**src/rtl/mem_access_unit_pkg.sv**
```systemverilog
// Shared types for the LC-3b MEM-stage data-memory controller: control-word
// memory fields, controller state encoding and an address helper.
package mem_access_unit_pkg;

  typedef struct packed {
    logic mem_read;
    logic mem_write;
    logic mem_byte;
    logic mem_indirect;
  } lc3b_control_word;

  typedef enum logic [1:0] {
    StIdle,
    StAccess,
    StIndirect,
    StDone
  } lc3b_mem_state;

  function automatic logic [15:0] word_align(input logic [15:0] a);
    return {a[15:1], 1'b0};
  endfunction

endpackage

```
**src/rtl/mem_byte_lane.sv**
```systemverilog
// Combinational byte-lane steering: store replication, lane enables and
// zero-extended byte extraction for LDB.
module mem_byte_lane (
  input  logic        addr_lsb,
  input  logic        mem_byte,
  input  logic [15:0] wdata,
  input  logic [15:0] rdata,
  output logic [1:0]  byte_en,
  output logic [15:0] store_data,
  output logic [15:0] load_ext
);

  always_comb begin
    byte_en    = 2'b11;
    store_data = wdata;
    load_ext   = rdata;
    if (mem_byte) begin
      byte_en    = addr_lsb ? 2'b10 : 2'b01;
      // Memory picks the lane from byte_en, so drive the byte on both halves.
      store_data = {wdata[7:0], wdata[7:0]};
      load_ext   = addr_lsb ? {8'h00, rdata[15:8]} : {8'h00, rdata[7:0]};
    end
  end

endmodule

```
**src/rtl/mem_access_unit.sv**
```systemverilog
// LC-3b MEM-stage data-memory controller: runs the request/response handshake,
// the second access of indirect ops, and holds pipeline_ready low meanwhile.
module mem_access_unit
  import mem_access_unit_pkg::*;
#(
  parameter int unsigned DATA_WIDTH = 16,
  parameter int unsigned ADDR_WIDTH = 16
) (
  input  logic                  clk,
  input  logic                  reset_n,
  input  logic                  valid,
  input  lc3b_control_word      ctrl,
  input  logic [ADDR_WIDTH-1:0] addr,
  input  logic [DATA_WIDTH-1:0] wdata,
  output logic                  dmem_read,
  output logic                  dmem_write,
  output logic [1:0]            dmem_byte_en,
  output logic [ADDR_WIDTH-1:0] dmem_address,
  output logic [DATA_WIDTH-1:0] dmem_wdata,
  input  logic                  dmem_resp,
  input  logic [DATA_WIDTH-1:0] dmem_rdata,
  output logic                  pipeline_ready,
  output logic [DATA_WIDTH-1:0] load_data
);

  lc3b_mem_state   state_q, state_d;
  logic [15:0]     ptr_q, ptr_d;
  logic [15:0]     load_q, load_d;
  logic            is_read, is_write;
  logic [1:0]      lane_be;
  logic [15:0]     lane_wdata, lane_load;

  // A conflicting read+write decode is serviced as a read.
  assign is_read   = ctrl.mem_read;
  assign is_write  = ctrl.mem_write & ~ctrl.mem_read;
  assign load_data = load_q;

  mem_byte_lane u_byte_lane (
    .addr_lsb   (addr[0]),
    .mem_byte   (ctrl.mem_byte),
    .wdata      (wdata),
    .rdata      (dmem_rdata),
    .byte_en    (lane_be),
    .store_data (lane_wdata),
    .load_ext   (lane_load)
  );

  always_comb begin
    state_d        = state_q;
    ptr_d          = ptr_q;
    load_d         = load_q;
    dmem_read      = 1'b0;
    dmem_write     = 1'b0;
    dmem_byte_en   = 2'b00;
    dmem_address   = '0;
    dmem_wdata     = '0;
    pipeline_ready = 1'b0;
    case (state_q)
      StIdle: begin
        pipeline_ready = 1'b1;
        if (valid && (ctrl.mem_read || ctrl.mem_write)) state_d = StAccess;
      end
      StAccess: begin
        if (ctrl.mem_indirect) begin
          dmem_read    = 1'b1;
          dmem_address = word_align(addr);
          dmem_byte_en = 2'b11;
          if (dmem_resp) begin
            ptr_d   = dmem_rdata;
            state_d = StIndirect;
          end
        end else begin
          dmem_read    = is_read;
          dmem_write   = is_write;
          dmem_address = ctrl.mem_byte ? addr : word_align(addr);
          dmem_byte_en = lane_be;
          if (is_write) dmem_wdata = lane_wdata;
          if (dmem_resp) begin
            if (is_read) load_d = lane_load;
            state_d = StDone;
          end
        end
      end
      StIndirect: begin
        dmem_read    = is_read;
        dmem_write   = is_write;
        dmem_address = word_align(ptr_q);
        dmem_byte_en = 2'b11;
        if (is_write) dmem_wdata = wdata;
        if (dmem_resp) begin
          if (is_read) load_d = dmem_rdata;
          state_d = StDone;
        end
      end
      StDone: begin
        pipeline_ready = 1'b1;
        state_d        = StIdle;
      end
      default: state_d = StIdle;
    endcase
  end

  always_ff @(posedge clk or negedge reset_n) begin
    if (!reset_n) begin
      state_q <= StIdle;
      ptr_q   <= '0;
      load_q  <= '0;
    end else begin
      state_q <= state_d;
      ptr_q   <= ptr_d;
      load_q  <= load_d;
    end
  end

`ifndef SYNTHESIS
  rw_exclusive_a: assert property (@(posedge clk) disable iff (!reset_n)
    !(valid && ctrl.mem_read && ctrl.mem_write));
`endif

endmodule

```
**config.mk**
```make
export PLATFORM = sky130hd
export DESIGN_NAME = mem_access_unit
export DESIGN_NICKNAME = d
export VERILOG_FILES = /design/src/rtl/mem_access_unit_pkg.sv /design/src/rtl/mem_byte_lane.sv /design/src/rtl/mem_access_unit.sv
export SDC_FILE = /design/constraint.sdc
export NUM_CORES = 1
export LEC_CHECK = 0
export BUFFER_PORTS_ARGS = -buffer_cell sky130_fd_sc_hd__buf_2
export CAP_MARGIN = 20
export CORE_MARGIN = 2
export CORE_UTILIZATION = 45
export CTS_CLUSTER_DIAMETER = 200
export CTS_CLUSTER_SIZE = 28
export DETAILED_ROUTE_END_ITERATION = 8
export HOLD_SLACK_MARGIN = 0.05
export PLACE_DENSITY = 0.88
export REMOVE_ABC_BUFFERS = 1
export SLEW_MARGIN = 20
export SYNTH_ARGS = -nofsm -noshare
export SYNTH_HDL_FRONTEND = slang
export SYNTH_SLANG_ARGS = --single-unit
```
**constraint.sdc**
```tcl
create_clock -name clk -period 2.2 [get_ports clk]
set_input_delay 0.11 -clock clk [delete_from_list [all_inputs] [get_ports clk]]
set_output_delay 0.11 -clock clk [all_outputs]
set_load 0.005 [all_outputs]
```
==> metrics.cfg <==
[run_status]
status = finished clean

[synth]
netlist.top_cell.by_area = dfrtp_1
syn_avg_cell_area_um2 = 11.4
ys_warn_count = 0
yosysMostFrequentCell = dfrtp_1
synth_cell_types = 36
synth_top_area_share_pct = 41.7
syn_inst = 173
ys_top_cells_by_count = 33 x dfrtp_1, 28 x mux2_2, 22 x a22o_1
ys_ff_latch = 33
syn_area_um2 = 1980
ys.flop_type = dfrtp_1
synth_area_leaders = dfrtp_1 42%, mux2_2 16%, a22o_1 9.7%
seq_area_frac_synth_pct = 41.7
ys_async_sr_fraction_pct = 100
synth-edff-count = 0

[routing]
num_vias = 1829
dr_wl_met3_um = 464
antenna_left = 0
wl_met1_um = 2100
drtPass1Iterations = 4
vias_per_cell = 5.35
dr.max_layer_used = met4
wl_met2_um = 2870
drt_iter0_drc = 73
wl_um = 5500
drc = 0
detail_route.wl_per_cell_um = 16.1

[timing]
finClkSkew_ns = 0.00966
tightest_slew_ns = 0.723
slew_viol_final = 0
fmax_ghz = 0.469
finalWorstPathRequiredPeriod_ns = 2.13
slew_headroom_pct = 51.8
fin_hold_ws_ns = 0.0677
timing.final.crit_share_pct = 97.0
setup_viol = 0
setup_tns_ns = 0
final-hold-violation-count = 0

[grt]
antenna_found_initial = 0
grt_use_total_pct = 22.5
grt_overflow = 0
grt_max_degree = 34
grt_pass1_wl_um = 8710
first_global_vias = 1809

[die]
dieWidth_um = 70.3
io_pins = 109
die_area_um2 = 4940
num_rows = 24
die_h_um = 70.3
start_util_pct = 46.1
core_area_um2 = 4290

[worst_hold_path]
hp-start = dmem_rdata[2]
hold_path_class = in -> reg

[clocking]
clockBufferDepth = 2
clk_pin_slew_ns = 0.07
cts_tree = yes
cts_buffers = 5
clkSinkCount = 33
clkLatencyLatePin_ns = 0.29
cts_max_level = 2
clock-root-buffer = clkbuf_8

[setup_path]
crit_path_start_kind = register
endpoint = dmem_wdata[13]
worstSetupStartpoint = state_q[1]
critPathKind = reg -> out
worstPathRequired_ns = 2.09
crit_path_max_fanout = 5
worstPathArrival_ns = 2.02
timing.rr.end = load_data[6]
reg2reg_slack_ns = 0.35
r2r-start = state_q[0]
rr_worst_depth = 5
end_kind = output pin

[cells_and_area]
final_layout_size_suffix_gt1_share_pct = 56.6
final_util_pct = 63.8
final_area_um2 = 2740
fin_nets = 349
syn2layout_area_growth_pct = 38.3
antennaDiodeCount = 0

[placement]
gp_congestion = 0.850
port_buffers = 108
place_area_um2 = 2580
dpl.hpwl_um = 4130

[flow_run]
maxCapViolations = 0

[power_and_ir_drop]
total_power_mw = 3.20
power.leakage_nw = 1.43
irDropWorstVdd_mv = 0.729
cellPowerDensity_nw_per_um2 = 1170

[power by group]
| group | switching (mW) | internal [mW] |
|---|---|---|
| Clock | 0.236 | 0.368 |
| Sequential | 0.178 | 0.910 |
| Combinational | 0.697 | 0.808 |
| Total | 1.11 | 2.09 |
[per-layer routing]
metal  GRT usage [%]  vias up
met4            6.41        0
met5               0        -
li1                -      854
met2            40.7       95
met1            25.9      872
met3            5.92        8
[cells by family after synthesis]
group | count (synthesis) | share of synthesized area [%]
AND/OR/NAND/NOR | 35 | 11.5
multiplexers | 39 | 22.3
adder cells (fa/ha/maj) | 4 | 2.53
AO/OA/AOI/OAI | 40 | 16.2
buffers and inverters | 22 | 5.81
flip-flops | 33 | 41.7
[final cells by class]
| class | instances | area, um2 |
|---|---|---|
| fillers | 360 | 1560 |
| multi-input cells | 118 | 1050 |
| flip-flops and latches | 33 | 826 |
| repair buffers | 118 | 631 |
| clock buffers | 6 | 82.6 |
| well taps | 52 | 65.1 |
| inverters | 13 | 48.8 |
| clock inverters | 2 | 37.5 |
[cells in the final DEF (no fill, tap or decap), types with 2 or more instances in the layout]
master	instances
buf_2	108
dfrtp_1	33
mux2_2	28
a22o_1	22
inv_1	13
nand2_1	11
and2_1	8
mux2i_1	8
buf_4	8
a21oi_1	6
clkbuf_8	6
o21ai_0	4
nand2b_1	3
nor2_1	3
mux2_4	3
ha_1	3
nand4b_1	2
[stage by stage]
stage	std cells	setup slack, ns
4_1_cts	339	0.0317
2_1_floorplan	164	0.215
6_report	342	0.0670
3_3_place_gp	330	0.347
5_1_grt	342	-0.00329
3_5_place_dp	330	0.289
[worst max-delay path, cell delays in order, from the launching register on]
cell	delay, ns
dfrtp_1	0.39
inv_1	0.09
ha_1	0.38
nand4b_1	0.20
nor3b_4	0.25
buf_4	0.16
a22o_1	0.15
buf_2	0.12
[worst min path at each step]
stage	endpoint	slack, ns	depth (start not counted)
6_report	ptr_q[2]	0.07	2
5_1_grt	ptr_q[4]	0.07	2
4_1_cts	ptr_q[2]	0.06	2
3_5_place_dp	load_data[6]	0.21	1
3_3_place_gp	ptr_q[14]	0.20	1
2_1_floorplan	load_data[0]	-0.19	0
[sequential cells by signal, indices dropped and copies added (netlist names)]
signal	flops
ptr_q	15
load_data	16
state_q	2
[repair_timing]
action / CTS / global route
hold buffers: 1 / 0
endpoints found under the setup margin: 1 / 7
pin swaps: 0 / 2
gates cloned: 0 / 0
hold endpoints to repair: 33 / 0
setup buffers: 0 / 3
gates resized for setup: 1 / 1
(Power assumes the default switching activity.)
